===== src/rtl/gauss_pkg.sv =====
// Shared constants and types for the Gaussian blur front-end sequencer.
package gauss_pkg;

  localparam int WIDTH  = 640;
  localparam int HEIGHT = 480;
  localparam int KSIZE  = 11;
  localparam int H      = KSIZE / 2;

  localparam logic [1:0] FILT_BYPASS  = 2'b00;
  localparam logic [1:0] FILT_GAUSS3  = 2'b01;
  localparam logic [1:0] FILT_GAUSS5  = 2'b10;
  localparam logic [1:0] FILT_GAUSS11 = 2'b11;

  typedef enum logic [1:0] {
    S_IDLE   = 2'd0,
    S_VBLANK = 2'd1,
    S_ACTIVE = 2'd2,
    S_HBLANK = 2'd3
  } state_t;

endpackage


===== src/rtl/sync_edge.sv =====
// Registers one sync input once and reports rise/fall against the registered copy.
module sync_edge (
  input  logic clk,
  input  logic rst,
  input  logic sig,
  output logic rise,
  output logic fall
);

  logic sig_r;

  // one-stage history of the sync input
  always_ff @(posedge clk or posedge rst) begin
    if (rst) begin
      sig_r <= 1'b0;
    end else begin
      sig_r <= sig;
    end
  end

  // edge pulses relative to the previous cycle
  always_comb begin
    rise = sig & ~sig_r;
    fall = ~sig & sig_r;
  end

endmodule


===== src/rtl/gauss_line_ctrl.sv =====
// Turns DE/VS framed camera pixels into column index, buffer-write strobe,
// line-shift pulse and window-valid flag for the blur window.
module gauss_line_ctrl #(
  parameter int WIDTH  = 640,
  parameter int HEIGHT = 480,
  parameter int KSIZE  = 11,
  parameter int COL_W  = 13,
  parameter int ROW_W  = 10
) (
  input  logic             clk,
  input  logic             rst,
  input  logic             in_vs,
  input  logic             in_de,
  input  logic [7:0]       in_r,
  input  logic [7:0]       in_g,
  input  logic [7:0]       in_b,
  input  logic [1:0]       filt_sel_in,
  output logic [7:0]       r,
  output logic [7:0]       g,
  output logic [7:0]       b,
  output logic [COL_W-1:0] col,
  output logic             buff_en,
  output logic             shift_en,
  output logic [1:0]       filt_sel,
  output logic [ROW_W-1:0] row,
  output logic             win_valid,
  output logic             line_err
);
  import gauss_pkg::*;

  localparam int               HALF     = KSIZE / 2;
  localparam logic [COL_W-1:0] WIDTH_C  = COL_W'(WIDTH);
  localparam logic [COL_W-1:0] LAST_COL = COL_W'(WIDTH - 1);
  localparam logic [COL_W-1:0] LO_COL   = COL_W'(HALF);
  localparam logic [COL_W-1:0] HI_COL   = COL_W'(WIDTH - 1 - HALF);
  localparam logic [COL_W-1:0] CNT_MAX  = {COL_W{1'b1}};
  localparam logic [ROW_W-1:0] HEIGHT_C = ROW_W'(HEIGHT);
  localparam logic [ROW_W-1:0] ROW_MIN  = ROW_W'(KSIZE - 1);

  state_t           state_r, state_nxt_s;
  logic             vs_rise_s, vs_fall_unused_s, de_rise_s, de_fall_s;
  logic             accept_s, line_end_s, in_range_s;
  logic [COL_W-1:0] pix_cnt_r, cnt_now_s;

  sync_edge u_vs_edge (.clk(clk), .rst(rst), .sig(in_vs), .rise(vs_rise_s), .fall(vs_fall_unused_s));
  sync_edge u_de_edge (.clk(clk), .rst(rst), .sig(in_de), .rise(de_rise_s), .fall(de_fall_s));

  // pixel acceptance: a new line only starts on a DE rise seen in a blanking state
  always_comb begin
    accept_s   = in_de & ~vs_rise_s &
                 ((state_r == S_ACTIVE) |
                  (de_rise_s & ((state_r == S_VBLANK) | (state_r == S_HBLANK))));
    cnt_now_s  = (state_r == S_ACTIVE) ? pix_cnt_r : {COL_W{1'b0}};
    in_range_s = (cnt_now_s < WIDTH_C);
    line_end_s = de_fall_s & (state_r == S_ACTIVE) & ~vs_rise_s;
  end

  // state register
  always_ff @(posedge clk or posedge rst) begin
    if (rst) begin
      state_r <= S_IDLE;
    end else begin
      state_r <= state_nxt_s;
    end
  end

  // next state: a VS rise restarts the frame from any non-idle point
  always_comb begin
    state_nxt_s = state_r;
    if (vs_rise_s) begin
      state_nxt_s = S_VBLANK;
    end else begin
      case (state_r)
        S_IDLE:   state_nxt_s = S_IDLE;
        S_VBLANK: state_nxt_s = de_rise_s ? S_ACTIVE : S_VBLANK;
        S_ACTIVE: state_nxt_s = de_fall_s ? S_HBLANK : S_ACTIVE;
        S_HBLANK: state_nxt_s = de_rise_s ? S_ACTIVE : S_HBLANK;
        default:  state_nxt_s = S_IDLE;
      endcase
    end
  end

  // pixel path, line counters and frame-level latches
  always_ff @(posedge clk or posedge rst) begin
    if (rst) begin
      r         <= 8'd0;
      g         <= 8'd0;
      b         <= 8'd0;
      col       <= {COL_W{1'b0}};
      buff_en   <= 1'b0;
      shift_en  <= 1'b0;
      filt_sel  <= 2'b00;
      row       <= {ROW_W{1'b0}};
      win_valid <= 1'b0;
      line_err  <= 1'b0;
      pix_cnt_r <= {COL_W{1'b0}};
    end else begin
      buff_en   <= 1'b0;
      shift_en  <= 1'b0;
      win_valid <= 1'b0;
      line_err  <= 1'b0;
      if (vs_rise_s) begin
        row       <= {ROW_W{1'b0}};
        filt_sel  <= filt_sel_in;
        pix_cnt_r <= {COL_W{1'b0}};
      end
      if (accept_s) begin
        r         <= in_r;
        g         <= in_g;
        b         <= in_b;
        col       <= in_range_s ? cnt_now_s : LAST_COL;
        buff_en   <= in_range_s;
        win_valid <= in_range_s & (row >= ROW_MIN) &
                     (cnt_now_s >= LO_COL) & (cnt_now_s <= HI_COL);
        // count keeps running past WIDTH so overruns are visible at line end
        pix_cnt_r <= (cnt_now_s == CNT_MAX) ? cnt_now_s : cnt_now_s + {{(COL_W-1){1'b0}}, 1'b1};
      end
      if (line_end_s) begin
        shift_en <= 1'b1;
        line_err <= (pix_cnt_r != WIDTH_C);
        if (row < HEIGHT_C) begin
          row <= row + {{(ROW_W-1){1'b0}}, 1'b1};
        end
      end
    end
  end

endmodule


===== config.mk =====
export PLATFORM = sky130hd
export DESIGN_NAME = gauss_line_ctrl
export DESIGN_NICKNAME = d
export VERILOG_FILES = /design/src/rtl/gauss_pkg.sv /design/src/rtl/sync_edge.sv /design/src/rtl/gauss_line_ctrl.sv
export SDC_FILE = /design/constraint.sdc
export NUM_CORES = 1
export LEC_CHECK = 0
export ABC_AREA = 0
export CORE_MARGIN = 4
export CORE_UTILIZATION = 50
export CTS_CLUSTER_SIZE = 14
export DETAILED_ROUTE_END_ITERATION = 12
export PLACE_DENSITY_LB_ADDON = 0.3
export SYNTH_ARGS = -nofsm -noshare
export SYNTH_HDL_FRONTEND = slang
export SYNTH_SLANG_ARGS = --single-unit

===== constraint.sdc =====
create_clock -name clk -period 5.2 [get_ports clk]
set_input_delay 0.52 -clock clk [delete_from_list [all_inputs] [get_ports clk]]
set_output_delay 0.52 -clock clk [all_outputs]
set_load 0.03 [all_outputs]

==> flow_metrics.env <==
export IMPL_startpoint_type="flop"
export IMPL_clock_path_buffers=2
export IMPL_cts_htree_levels=3
export IMPL_first_iter_violations=296
export IMPL_path_clk_slew_ns=0.07
export IMPL_drt_pass1_iter_count=4
export IMPL_post_dp_hpwl_um=5430
export IMPL_fin_nets=458
export IMPL_yosys_cell_count_top_type="nand2_1"
export IMPL_ant_nets=0
export IMPL_finalHoldViolCount=0
export IMPL_antennaDiodeCount=0
export IMPL_fin_worst_skew_ns=0.00642
export IMPL_synth_commonest_cells="108 x nand2_1, 70 x dfrtp_1, 19 x o21ai_0"
export IMPL_multiInputGateArea_mm2=0.00136
export IMPL_ys_ff_latch=70
export IMPL_rsz0062_at_grt="no"
export IMPL_finalCriticalPeriod_ns=2.79
export IMPL_met3_usage_pct=4.42
export IMPL_cts_hold_buf=0
export IMPL_cts_tree="built"
export IMPL_cts_buffers=9
export IMPL_max_slew_margin_rel_pct=30.0
export IMPL_synth_cells=344
export IMPL_cts_root_buf="clkbuf_8"
export IMPL_synth_avg_cell_area_um2=9.29
export IMPL_drv_cap=0
export IMPL_utilization_pct=70.5
export IMPL_setup_worst_path_end_class="flop"
export IMPL_timing_final_crit_share_pct=53.6
export IMPL_yosysSeqAreaShare_pct=54.8
export IMPL_area_growth_pct=33.7
export IMPL_wire_per_inst_um=15.9
export IMPL_io_buffers=82
export IMPL_yosys_warnings=0
export IMPL_antenna_found_initial=0
export IMPL_grt_ovfl_total=0
export IMPL_netlist_area_mm2=0.00320
export IMPL_required_ns=5.43
export IMPL_grt_first_pass_wirelength_um=13200
export IMPL_rows=28
export IMPL_yosys_area_top_type="dfrtp_1"
export IMPL_cts_setup_buffers=0
export IMPL_viasPerCell=5.68
export IMPL_synth_edff_count=0
export IMPL_core_area_mm2=0.00606
export IMPL_tightest_slew_ns=1.05
export IMPL_tns_ns=0
export IMPL_ir_worst_vdd_mv=0.259
export IMPL_regArea_mm2=0.00175
export IMPL_postRouteWirelength_um=8020
export IMPL_gp_congestion=0.914
export IMPL_layout_drive_gt1_share_pct=5.83
export IMPL_synthFlopType="dfrtp_1"
export IMPL_setup_viol=0
export IMPL_hp_class="reg -> reg"
export IMPL_slew_viol_final=0
export IMPL_grt_pass1_vias=2816
export IMPL_route_detailed_drc=0
export IMPL_cp_arrival_ns=3.02
export IMPL_die_h_um=88.0
export IMPL_busiest_layer="met2"
export IMPL_io_pins=83
export IMPL_critPathMaxFanout=13
export IMPL_grt_met1_usage_pct=29.1
export IMPL_nFillCells=470
export IMPL_grtUsageTotal_pct=22.0
export IMPL_clk_latency_ns=0.35
export IMPL_cts_sinks=70
export IMPL_ys_types=47
export IMPL_p_per_area_mw_per_mm2=341
export IMPL_synth_nets=378
export IMPL_yosysTopAreaCellShare_pct=54.8
export IMPL_async_reset_ff_share_pct=100
export IMPL_fmax_mhz=359
export IMPL_crit_type="reg -> reg"
export IMPL_grt_use_met2_pct=35.0
export IMPL_start_util_pct=52.7
export IMPL_dr_total_vias=2863
export IMPL_synth_top_cells_by_area="dfrtp_1 55%, nand2_1 13%, o21ai_0 3.0%, mux2i_1 2.2%, nor2_1 2.0%"
export IMPL_dieArea_mm2=0.00774
export IMPL_power_leakage_nw=1.99
export IMPL_fp_dieW_um=88.0
export IMPL_grt_max_degree=71
export IMPL_status="complete, no violations"
export IMPL_cts_resized=0
## layout by cell type (no fill, tap or decap), types with 6 or more instances in the layout
cell             Yosys  routed
nand2_1            108     108
clkdlybuf4s50_1      0      82
dfrtp_1             70      70
o21ai_0             19      19
nor2_1              17      16
clkbuf_8             0      13
nand3_1             10      10
nor3_1               9       9
a21oi_1              8       8
mux2i_1              7       7
and3_1               6       6
and2_1               6       6
## layer usage
metal	vias to the layer above	wire, um
met2	119	3870
met3	18	608
met1	1379	3380
met4	0	157
li1	1347	-
met5	-	0
## layout make-up
class,instances,share of cell area (%)
flip-flops and latches,70,41.0
multi-input cells,251,31.8
repair buffers,86,19.9
clock buffers,14,4.27
well taps,75,2.19
inverters,6,0.527
clock inverters,2,0.322
## critical path: stages, from the launching register on
cell	delay, ns
dfrtp_1	0.48
nor2b_1	0.72
nand2_1	0.23
inv_1	0.14
ha_1	0.20
and2_1	0.20
nand3_1	0.11
nor2_1	0.25
nor2_1	0.11
o211a_1	0.21
## state kept, by name (all words and copies together), names as in the netlist
register         count
b                    8
buff_en              1
col                 13
filt_sel             2
g                    8
line_err             1
pix_cnt_r           13
r                    8
row                 10
shift_en             1
state_r              2
u_de_edge.sig_r      1
u_vs_edge.sig_r      1
win_valid            1
## per-stage QoR
stage	hold WS, ns	total power, W	cells	setup slack [ns]	area, um^2
3_5_place_dp	0.462	0.00105	488	2.44	4080
4_1_cts	0.479	0.00147	504	2.46	4280
6_report	0.475	0.00146	504	2.41	4280
5_1_grt	0.502	0.00153	504	2.12	4280
3_3_place_gp	0.457	0.00104	488	2.49	4080
2_1_floorplan	0.502	0.000873	344	2.91	3200
## power by group
part,internal [W],switching [W]
Clock,0.000226,0.000196
Sequential,0.000607,0.0000396
Combinational,0.000156,0.000235
## cell families after synthesis
group | after synthesis | share of synthesized area (%)
XOR/XNOR | 2 | 0.548
AND/OR/NAND/NOR | 181 | 26.1
flip-flops | 70 | 54.8
buffers and inverters | 23 | 2.74
multiplexers | 7 | 2.19
AO/OA/AOI/OAI | 57 | 12.0
adder cells (fa/ha/maj) | 4 | 1.57
## path summary, 6_finish.rpt
check | from | end | depth (start not counted) | slack [ns]
worst max-delay path | state_r[1] | pix_cnt_r[0] | 9 | 2.41
worst min register to register | r[0] | r[0] | 2 | 0.48
worst max register to register | state_r[1] | pix_cnt_r[0] | 9 | 2.41
min in group asynchronous | rst | r[5] | 3 | 0.75
worst min-delay path | r[0] | r[0] | 2 | 0.48
max in group asynchronous | rst | row[3] | 3 | 3.89
Note: power is estimated with default switching activity, not from simulation.
